**src/rtl/vedic_mul8_seq_if.sv**
```systemverilog
// Operand / product handshake bundle for the sequential 8x8 Vedic multiplier.
// The slave side is the multiplier; the master side drives operands and consumes products.
interface vedic_mul8_seq_if;
  logic        in_valid;
  logic        in_ready;
  logic [7:0]  a;
  logic [7:0]  b;
  logic        sgn;
  logic        out_valid;
  logic        out_ready;
  logic [15:0] p;
  logic        busy;

  modport slave (
    input  in_valid, a, b, sgn, out_ready,
    output in_ready, out_valid, p, busy
  );

  modport master (
    output in_valid, a, b, sgn, out_ready,
    input  in_ready, out_valid, p, busy
  );
endinterface

```
**src/rtl/vedic_mul8_seq.sv**
```systemverilog
// Multi-cycle 8x8 multiplier: four 4x4 partial products through one shared Vedic core,
// shift-accumulated into 16 bits, with sign-magnitude correction for signed operands.

module VEDICMULTIPLIER4X4 (
  input  logic [3:0] a,
  input  logic [3:0] b,
  output logic [7:0] p
);
  logic [3:0] q0, q1, q2, q3;

  // Urdhva-tiryagbhyam: 2x2 vertical/crosswise blocks, then recombined
  function automatic logic [3:0] vm2(input logic [1:0] x, input logic [1:0] y);
    logic c;
    c   = x[1] & y[0] & x[0] & y[1];
    vm2 = {(x[1] & y[1]) & c, (x[1] & y[1]) ^ c, (x[1] & y[0]) ^ (x[0] & y[1]), x[0] & y[0]};
  endfunction

  always_comb begin
    q0 = vm2(a[1:0], b[1:0]);
    q1 = vm2(a[3:2], b[1:0]);
    q2 = vm2(a[1:0], b[3:2]);
    q3 = vm2(a[3:2], b[3:2]);
    p  = {4'b0, q0} + {2'b0, ({2'b0, q1} + {2'b0, q2}), 2'b0} + {q3, 4'b0};
  end
endmodule

module vedic_mul8_seq (
  input  logic                    clk,
  input  logic                    rst_n,
  vedic_mul8_seq_if.slave         bus
);
  typedef enum logic [1:0] {S_IDLE = 2'd0, S_MUL = 2'd1, S_DONE = 2'd2} state_t;

  state_t      state_q, state_d;
  logic [1:0]  step_q, step_d;
  logic [7:0]  ma_q, ma_d;
  logic [7:0]  mb_q, mb_d;
  logic        neg_q, neg_d;
  logic [15:0] acc_q, acc_d;
  logic [15:0] p_q, p_d;

  logic [3:0]  core_a, core_b;
  logic [7:0]  core_p;
  logic [3:0]  shamt;
  logic [15:0] acc_sum;
  logic        accept;

  VEDICMULTIPLIER4X4 u_core (
    .a (core_a),
    .b (core_b),
    .p (core_p)
  );

  assign accept = bus.in_valid && (state_q == S_IDLE);

  always_comb begin
    core_a = ma_q[3:0];
    core_b = mb_q[3:0];
    shamt  = 4'd0;
    unique case (step_q)
      2'd0: begin core_a = ma_q[3:0]; core_b = mb_q[3:0]; shamt = 4'd0; end
      2'd1: begin core_a = ma_q[3:0]; core_b = mb_q[7:4]; shamt = 4'd4; end
      2'd2: begin core_a = ma_q[7:4]; core_b = mb_q[3:0]; shamt = 4'd4; end
      2'd3: begin core_a = ma_q[7:4]; core_b = mb_q[7:4]; shamt = 4'd8; end
      default: ;
    endcase
    acc_sum = acc_q + ({8'b0, core_p} << shamt);
  end

  always_comb begin
    state_d = state_q;
    step_d  = step_q;
    ma_d    = ma_q;
    mb_d    = mb_q;
    neg_d   = neg_q;
    acc_d   = acc_q;
    p_d     = p_q;
    unique case (state_q)
      S_IDLE: begin
        if (accept) begin
          ma_d    = (bus.sgn && bus.a[7]) ? 8'(~bus.a + 8'd1) : bus.a;
          mb_d    = (bus.sgn && bus.b[7]) ? 8'(~bus.b + 8'd1) : bus.b;
          neg_d   = bus.sgn && (bus.a[7] ^ bus.b[7]);
          acc_d   = 16'h0000;
          step_d  = 2'd0;
          state_d = S_MUL;
        end
      end
      S_MUL: begin
        acc_d  = acc_sum;
        step_d = step_q + 2'd1;
        if (step_q == 2'd3) begin
          p_d     = neg_q ? 16'(~acc_sum + 16'd1) : acc_sum;
          state_d = S_DONE;
        end
      end
      S_DONE: begin
        if (bus.out_ready) state_d = S_IDLE;
      end
      default: state_d = S_IDLE;
    endcase
  end

  always_ff @(posedge clk or negedge rst_n) begin
    if (!rst_n) begin
      state_q <= S_IDLE;
      step_q  <= 2'd0;
      ma_q    <= 8'h00;
      mb_q    <= 8'h00;
      neg_q   <= 1'b0;
      acc_q   <= 16'h0000;
      p_q     <= 16'h0000;
    end else begin
      state_q <= state_d;
      step_q  <= step_d;
      ma_q    <= ma_d;
      mb_q    <= mb_d;
      neg_q   <= neg_d;
      acc_q   <= acc_d;
      p_q     <= p_d;
    end
  end

  assign bus.in_ready  = (state_q == S_IDLE);
  assign bus.busy      = (state_q == S_MUL) || (state_q == S_DONE);
  assign bus.out_valid = (state_q == S_DONE);
  assign bus.p         = p_q;
endmodule
```
**src/flat_wrapper.sv**
```systemverilog
// flat-port wrapper written by rule: the top's interface ports become plain ports
module vedic_mul8_seq_flat 
  (clk, rst_n, bus_in_valid, bus_a, bus_b, bus_sgn, bus_out_ready, bus_in_ready, bus_out_valid, bus_p, bus_busy);
  vedic_mul8_seq_if bus_i ();
  input  logic clk;
  input  logic rst_n;
  input wire logic [$bits(bus_i.in_valid)-1:0] bus_in_valid;
  input wire logic [$bits(bus_i.a)-1:0] bus_a;
  input wire logic [$bits(bus_i.b)-1:0] bus_b;
  input wire logic [$bits(bus_i.sgn)-1:0] bus_sgn;
  input wire logic [$bits(bus_i.out_ready)-1:0] bus_out_ready;
  output wire logic [$bits(bus_i.in_ready)-1:0] bus_in_ready;
  output wire logic [$bits(bus_i.out_valid)-1:0] bus_out_valid;
  output wire logic [$bits(bus_i.p)-1:0] bus_p;
  output wire logic [$bits(bus_i.busy)-1:0] bus_busy;
  assign bus_i.in_valid = bus_in_valid;
  assign bus_i.a = bus_a;
  assign bus_i.b = bus_b;
  assign bus_i.sgn = bus_sgn;
  assign bus_i.out_ready = bus_out_ready;
  assign bus_in_ready = bus_i.in_ready;
  assign bus_out_valid = bus_i.out_valid;
  assign bus_p = bus_i.p;
  assign bus_busy = bus_i.busy;
  vedic_mul8_seq u_core (.clk(clk), .rst_n(rst_n), .bus(bus_i));
endmodule
```
**config.mk**
```make
export PLATFORM = sky130hd
export DESIGN_NAME = vedic_mul8_seq_flat
export DESIGN_NICKNAME = d
export VERILOG_FILES = /design/src/rtl/vedic_mul8_seq_if.sv /design/src/rtl/vedic_mul8_seq.sv /design/src/flat_wrapper.sv
export SDC_FILE = /design/constraint.sdc
export NUM_CORES = 1
export LEC_CHECK = 0
export BUFFER_PORTS_ARGS = -buffer_cell sky130_fd_sc_hd__buf_4
export CAP_MARGIN = 20
export CORE_UTILIZATION = 60
export CTS_CLUSTER_SIZE = 30
export DETAILED_ROUTE_END_ITERATION = 10
export PLACE_DENSITY = 0.81
export SLEW_MARGIN = 25
export SYNTH_ARGS = -nofsm -noshare
export SYNTH_HDL_FRONTEND = slang
export SYNTH_HIERARCHICAL = 1
export SYNTH_SLANG_ARGS = --single-unit
```
**constraint.sdc**
```tcl
create_clock -name clk -period 12.8 [get_ports clk]
set_input_delay 1.28 -clock clk [delete_from_list [all_inputs] [get_ports clk]]
set_output_delay 1.28 -clock clk [all_outputs]
set_load 0.005 [all_outputs]
```
Word-level counts from Yosys, hierarchy flattened
Index checks and enable logic that the tools add are counted.
{"block": "totals", "regBits": 53, "ram_bits": 0, "latchBits": 0, "rom_bits": 0, "inputBits": 21, "output_inout_bits": 19, "n_memories": 0}
{"block": "op_classes", "div": 0, "n_addsub": 8, "bitwise_logic": 40, "mux": 14, "mul": 0, "n_reduce_logical": 17, "order_cmp": 0, "shift": 1, "eq_ne": 8}
{"operator": "2-to-1 mux 16 bit", "count": 2}
{"operator": "one-hot mux 16 bit (2 select lines)", "count": 1}
{"operator": "AND 1 bit", "count": 28}
{"operator": "adder 16 x 1 -> 16 bit (second input constant)", "count": 1}
{"operator": "adder 16 bit", "count": 1}
{"operator": "adder 8 x 1 -> 8 bit (second input constant)", "count": 2}
{"operator": "2-to-1 mux 8 bit", "count": 2}
{"operator": "NOT 16 bit", "count": 1}
{"operator": "NOT 8 bit", "count": 2}
{"operator": "one-hot mux 4 bit (2 select lines)", "count": 2}
{"operator": "<< shifter 8 x 4 -> 16 bit", "count": 1}
{"operator": "one-hot mux 4 bit (3 select lines)", "count": 1}
{"operator": "OR reduction 2 bit", "count": 5}
{"operator": "bitwise XOR 1 bit", "count": 9}
{"operator": "adder 4 x 7 -> 8 bit", "count": 1}
{"operator": "adder 8 bit", "count": 1}
{"operator": "2-to-1 mux 2 bit", "count": 4}
{"operator": "equality test 2 bit (second input constant)", "count": 3}
{"operator": "one-hot mux 2 bit (3 select lines)", "count": 1}
{"operator": "AND reduction 2 bit", "count": 3}
{"operator": "adder 4 x 4 -> 5 bit", "count": 1}
{"operator": "equality test 2 x 1 -> 1 bit (second input constant)", "count": 2}
{"operator": "logical AND 1 bit", "count": 4}
{"operator": "zero test 2 bit", "count": 2}
{"operator": "other kinds (7)", "count": 8}

Logic depth before layout (Yosys ltp)
{"block": "logic_depth", "depth_word": 15, "ltp_mapped": 27, "depth_no_buf": 26}

Modules after synthesis
The synthesis kept the hierarchy.
{"module": "vedic_mul8_seq", "instances": 1, "cells_per_inst": 400, "area_per_inst_um2": 3658.5, "seq_area_each_um2": 1326.3}
{"module": "VEDICMULTIPLIER4X4", "instances": 1, "cells_per_inst": 66, "area_per_inst_um2": 506.7, "seq_area_each_um2": 0.0}

Worst setup path before layout
OpenSTA, ideal clock, no wires.
{"block": "synth_path", "path_kind": "register -> register", "start": "register u_core.step_q[0]", "end": "register u_core.p_q[14], in the netlist u_core/bus.p[14]", "setup_time_ns": 0.069, "path_buffers": 2, "arrival_ns": 5.862, "path_stages_with_launch": 27, "slack_ns": 6.869, "cell_sequence": "dfrtp_1 > ha_1 > clkbuf_1 > nor2_1 > mux2_2 > and2_1 > ha_1 > ha_1 > a21oi_1 > xnor2_1 > ha_1 > o21ai_0 > o21bai_1 > a21oi_2 > xnor2_1 > mux2i_1 > nor2_1 > ha_1 > buf_2 > o21ai_0 > o21bai_1 > or2_0 > o221a_2 > nand4bb_1 > or4_1 > or4_1 > nand3_1"}
{"block": "synth_via", "elab_cells_between_ends": 57, "cone_classes": "add/sub: 5; eq/ne: 3; shift: 1; mux: 4; bitwise: 37; reduce/logical: 7"}
{"item": "start, declared", "line_no": "vedic_mul8_seq.sv:35", "rtl": "logic [1:0] step_q, step_d;"}
{"item": "start signal, assigned", "line_no": "vedic_mul8_seq.sv:115", "rtl": "step_q <= step_d;"}
{"item": "equality test 2 bit, or another cell as far along", "line_no": "vedic_mul8_seq.sv:60", "rtl": "unique case (step_q)"}
{"item": "OR reduction 2 bit (no source line)"}
{"item": "one-hot mux 4 bit (2 select lines) *", "line_no": "vedic_mul8_seq.sv:60"}
{"item": "net u_core.core_b[1]", "line_no": "vedic_mul8_seq.sv:42", "rtl": "logic [3:0] core_a, core_b;"}
{"item": "AND 1 bit (on tied branches)", "line_no": "vedic_mul8_seq.sv:15, vedic_mul8_seq.sv:14"}
{"item": "bitwise XOR 1 bit or AND 1 bit (tied branches)", "line_no": "vedic_mul8_seq.sv:15", "rtl": "vm2 = {(x[1] & y[1]) & c, (x[1] & y[1]) ^ c, (x[1] & y[0]) ^ (x[0] & y[1]), x[0] & y[0]};"}
{"item": "adder 4 x 4 -> 5 bit", "line_no": "vedic_mul8_seq.sv:23", "rtl": "p = {4'b0, q0} + {2'b0, ({2'b0, q1} + {2'b0, q2}), 2'b0} + {q3, 4'b0};"}
{"item": "adder 4 x 7 -> 8 bit *", "line_no": "vedic_mul8_seq.sv:23"}
{"item": "adder 8 bit *", "line_no": "vedic_mul8_seq.sv:23"}
{"item": "net u_core.core_p[7]", "line_no": "vedic_mul8_seq.sv:43", "rtl": "logic [7:0] core_p;"}
{"item": "<< shifter 8 x 4 -> 16 bit *", "line_no": "vedic_mul8_seq.sv:67", "rtl": "acc_sum = acc_q + ({8'b0, core_p} << shamt);"}
{"item": "adder 16 bit *", "line_no": "vedic_mul8_seq.sv:67"}
{"item": "NOT 16 bit", "line_no": "vedic_mul8_seq.sv:93", "rtl": "p_d = neg_q ? 16'(~acc_sum + 16'd1) : acc_sum;"}
{"item": "adder 16 x 1 -> 16 bit", "line_no": "vedic_mul8_seq.sv:93"}
{"item": "2-to-1 mux 16 bit *", "line_no": "vedic_mul8_seq.sv:93"}
{"item": "end signal, assigned", "line_no": "vedic_mul8_seq.sv:120", "rtl": "p_q <= p_d;"}
{"item": "end, declared", "line_no": "vedic_mul8_seq.sv:40", "rtl": "logic [15:0] p_q, p_d;"}
Mark *: on every way through the listed nets, which the timed path passes. The rest lies on a longest branch. The select of a mux whose other input is x is not followed.
A chain may end at the register's enable or synchronous reset.

Final worst setup path
Same ends and word-level chain as after synthesis.

==> metrics.txt <==
Area contributors post-synth=dfrtp_1 32%, ha_1 11%, nand2_1 6.5%, o21ai_0 5.8%, xnor2_1 4.8%; Crit path max-delay family=simple AND/OR/NAND/NOR gates; DR top layer=met4; Fmax=0.153 GHz; Post-Syn Area=0.00417 mm^2; Final period util=51.2%; DRC viols=0; die height=85.3 um; row count=30; IO Pins=40; DR vias/cell=5.99; routed wl met3=266 um; share of cells above drive strength 1=15.4%; Final Max Tran Viols=0; CTS tree=yes; Root Buffer=clkbuf_8; relative slew slack=38.8%; Synth Register Bits=53; status=finished clean; setup_tns=0 ps; CTS Buf Count=5; Hold WS=488 ps; # diodes=0; nature of the critical path endpoint=flip-flop; most frequent CP cell=ha_1; cells after synthesis=466; Nets=560; YS warnings=6; max incr delay on CP=490 ps; final hold violations=0; Hold Path Class=reg -> reg; WP data arrival=6800 ps; Area Growth Syn to Fin=10.8%; critical path launch point type=flip-flop; CP max FO=12; Total GRT Usage=26.6%; postcts setup bufs=0; synth cell count leaders=72 x nand2_1, 53 x dfrtp_1, 48 x o21ai_0; number of detailed-route iterations in the first pass=5; antenna violations before repair=0; Sink Count=53; Main synth FF type=dfrtp_1; CTS clk-pin slew, worst paths=100 ps; clock network latency to the later pin of the worst-skew pair=310 ps; DRT iter0 DRCs=207; critical path's slowest cell=or4_1; Placer Congestion=0.908; final setup vio count=0; CTS Buffer Depth=2; grt total ovfl=0; remaining antenna violation count after routing=0; largest area contributor in the netlist=dfrtp_1; # Max-Cap Violations=0; Core Area=0.00676 mm^2; RSZ-0062 raised after global routing=false; sequential area share after synthesis=31.8%; average wire per standard cell=15.6 um; die width=85.3 um; Initial Utilization=61.6%; critical path class=reg -> reg; Worst EP required=13050 ps; asr flop ratio synth=100%; Buf/Inv on CP=0; Routed Wire Length=9.03 mm; skew final=7.50 ps; worst-margin pin slew=916 ps; most common cell in the netlist=nand2_1; Port Buf Inserts=39; Vias=3470; M1 WL=3.77 mm; H-tree depth=2; syn_area_per_cell=8.94 um^2; first-pass GRT wire length=15.4 mm; area share of the largest cell type after synthesis=31.8%; # resized after CTS=0; minimum clock period=6560 ps; number of synthesized flops with an enable pin=0; met2 wire len=4.87 mm; number of global-route vias before repair=3491; Synth Net Count=527; die area=0.00728 mm^2; largest net degree at the start of global routing=54; synth unique cells=63; Final HPWL DP=7.14 mm; Hold-fix buffers, CTS=0
final timing paths:
| check | depth (start not counted) | slack, ps | start | to |
|---|---|---|---|---|
| worst max-delay path | 25 | 6240 | u_core/step_q[0] | u_core/bus.p[14] |
| worst max register to register | 25 | 6240 | u_core/step_q[0] | u_core/bus.p[14] |
| worst min register to register | 2 | 490 | u_core/bus.p[1] | u_core/bus.p[1] |
| min in group asynchronous | 1 | 990 | rst_n | u_core/bus.p[12] |
| max in group asynchronous | 1 | 11360 | rst_n | u_core/acc_q[7] |
| worst min-delay path | 2 | 490 | u_core/bus.p[1] | u_core/bus.p[1] |
worst reg2reg max path, cell delays in order, from the launching register on:
cell	delay, ps
dfrtp_1	440
ha_1	370
nor2_1	350
mux2_2	440
nand2_1	100
xor2_1	260
ha_1	280
a21o_1	190
a21oi_1	170
xnor2_1	80
ha_1	330
o21ai_0	100
o21bai_1	160
a21oi_2	80
xnor2_1	150
mux2i_1	190
nor2_1	70
ha_1	410
o21ai_0	270
o21bai_1	170
or2_0	230
o221a_2	290
nand4bb_1	300
or4_1	490
or4_1	490
nand3_1	90
metal layers:
layer  vias to the layer above  global-route usage [%]
li1                       1720                       -
met4                         0                    8.64
met1                      1661                    29.8
met5                         -                       0
met3                        13                    3.31
met2                        76                    51.8
metrics by stage:
stage,util [%],setup slack [ps],std cells,cell area (um^2)
2_1_floorplan,-,6870,466,4170
3_3_place_gp,66.7,6610,572,4510
3_5_place_dp,66.7,6350,572,4510
4_1_cts,68.3,6300,579,4610
5_1_grt,68.3,5920,579,4610
6_report,68.3,6240,579,4610
flip-flops by register name, indices dropped and copies added, names as in the netlist:
name	cells
u_core/acc_q	16
u_core/bus.p	16
u_core/ma_q	8
u_core/mb_q	8
u_core/neg_q	1
u_core/state_q	2
u_core/step_q	2
cell usage in the layout (no fill, tap or decap), types with 13 or more instances in the layout:
master / count
dfrtp_1: 53
inv_1: 19
xor2_1: 20
xnor2_1: 23
ha_1: 37
and2_1: 14
buf_4: 40
nor2_1: 29
a22o_1: 13
o21ai_0: 48
nand2_1: 72
a21oi_1: 15
cell families (layout without fill, tap and decap cells):
group	after synthesis	in the layout	synth area share, %
AOI/OAI and AO/OA	123	123	20.4
xor gates and xnor gates	45	45	10.0
adders and majority gates	40	40	12.6
buffers and inverters	33	66	3.24
DFF	53	53	31.8
muxes	17	17	4.36
and+or+nand+nor	155	155	17.6
final cells by class:
class	instances	area, um^2
repair buffers	40	300
clock inverters	2	38.8
inverters	19	71.3
flip-flops and latches	53	1330
fillers	551	2140
well taps	80	100
multi-input cells	380	2710
clock buffers	5	68.8
Power is left out: the tool's default activity adds up to more than one toggle a clock period on the data nets, which glitch-free logic cannot reach.
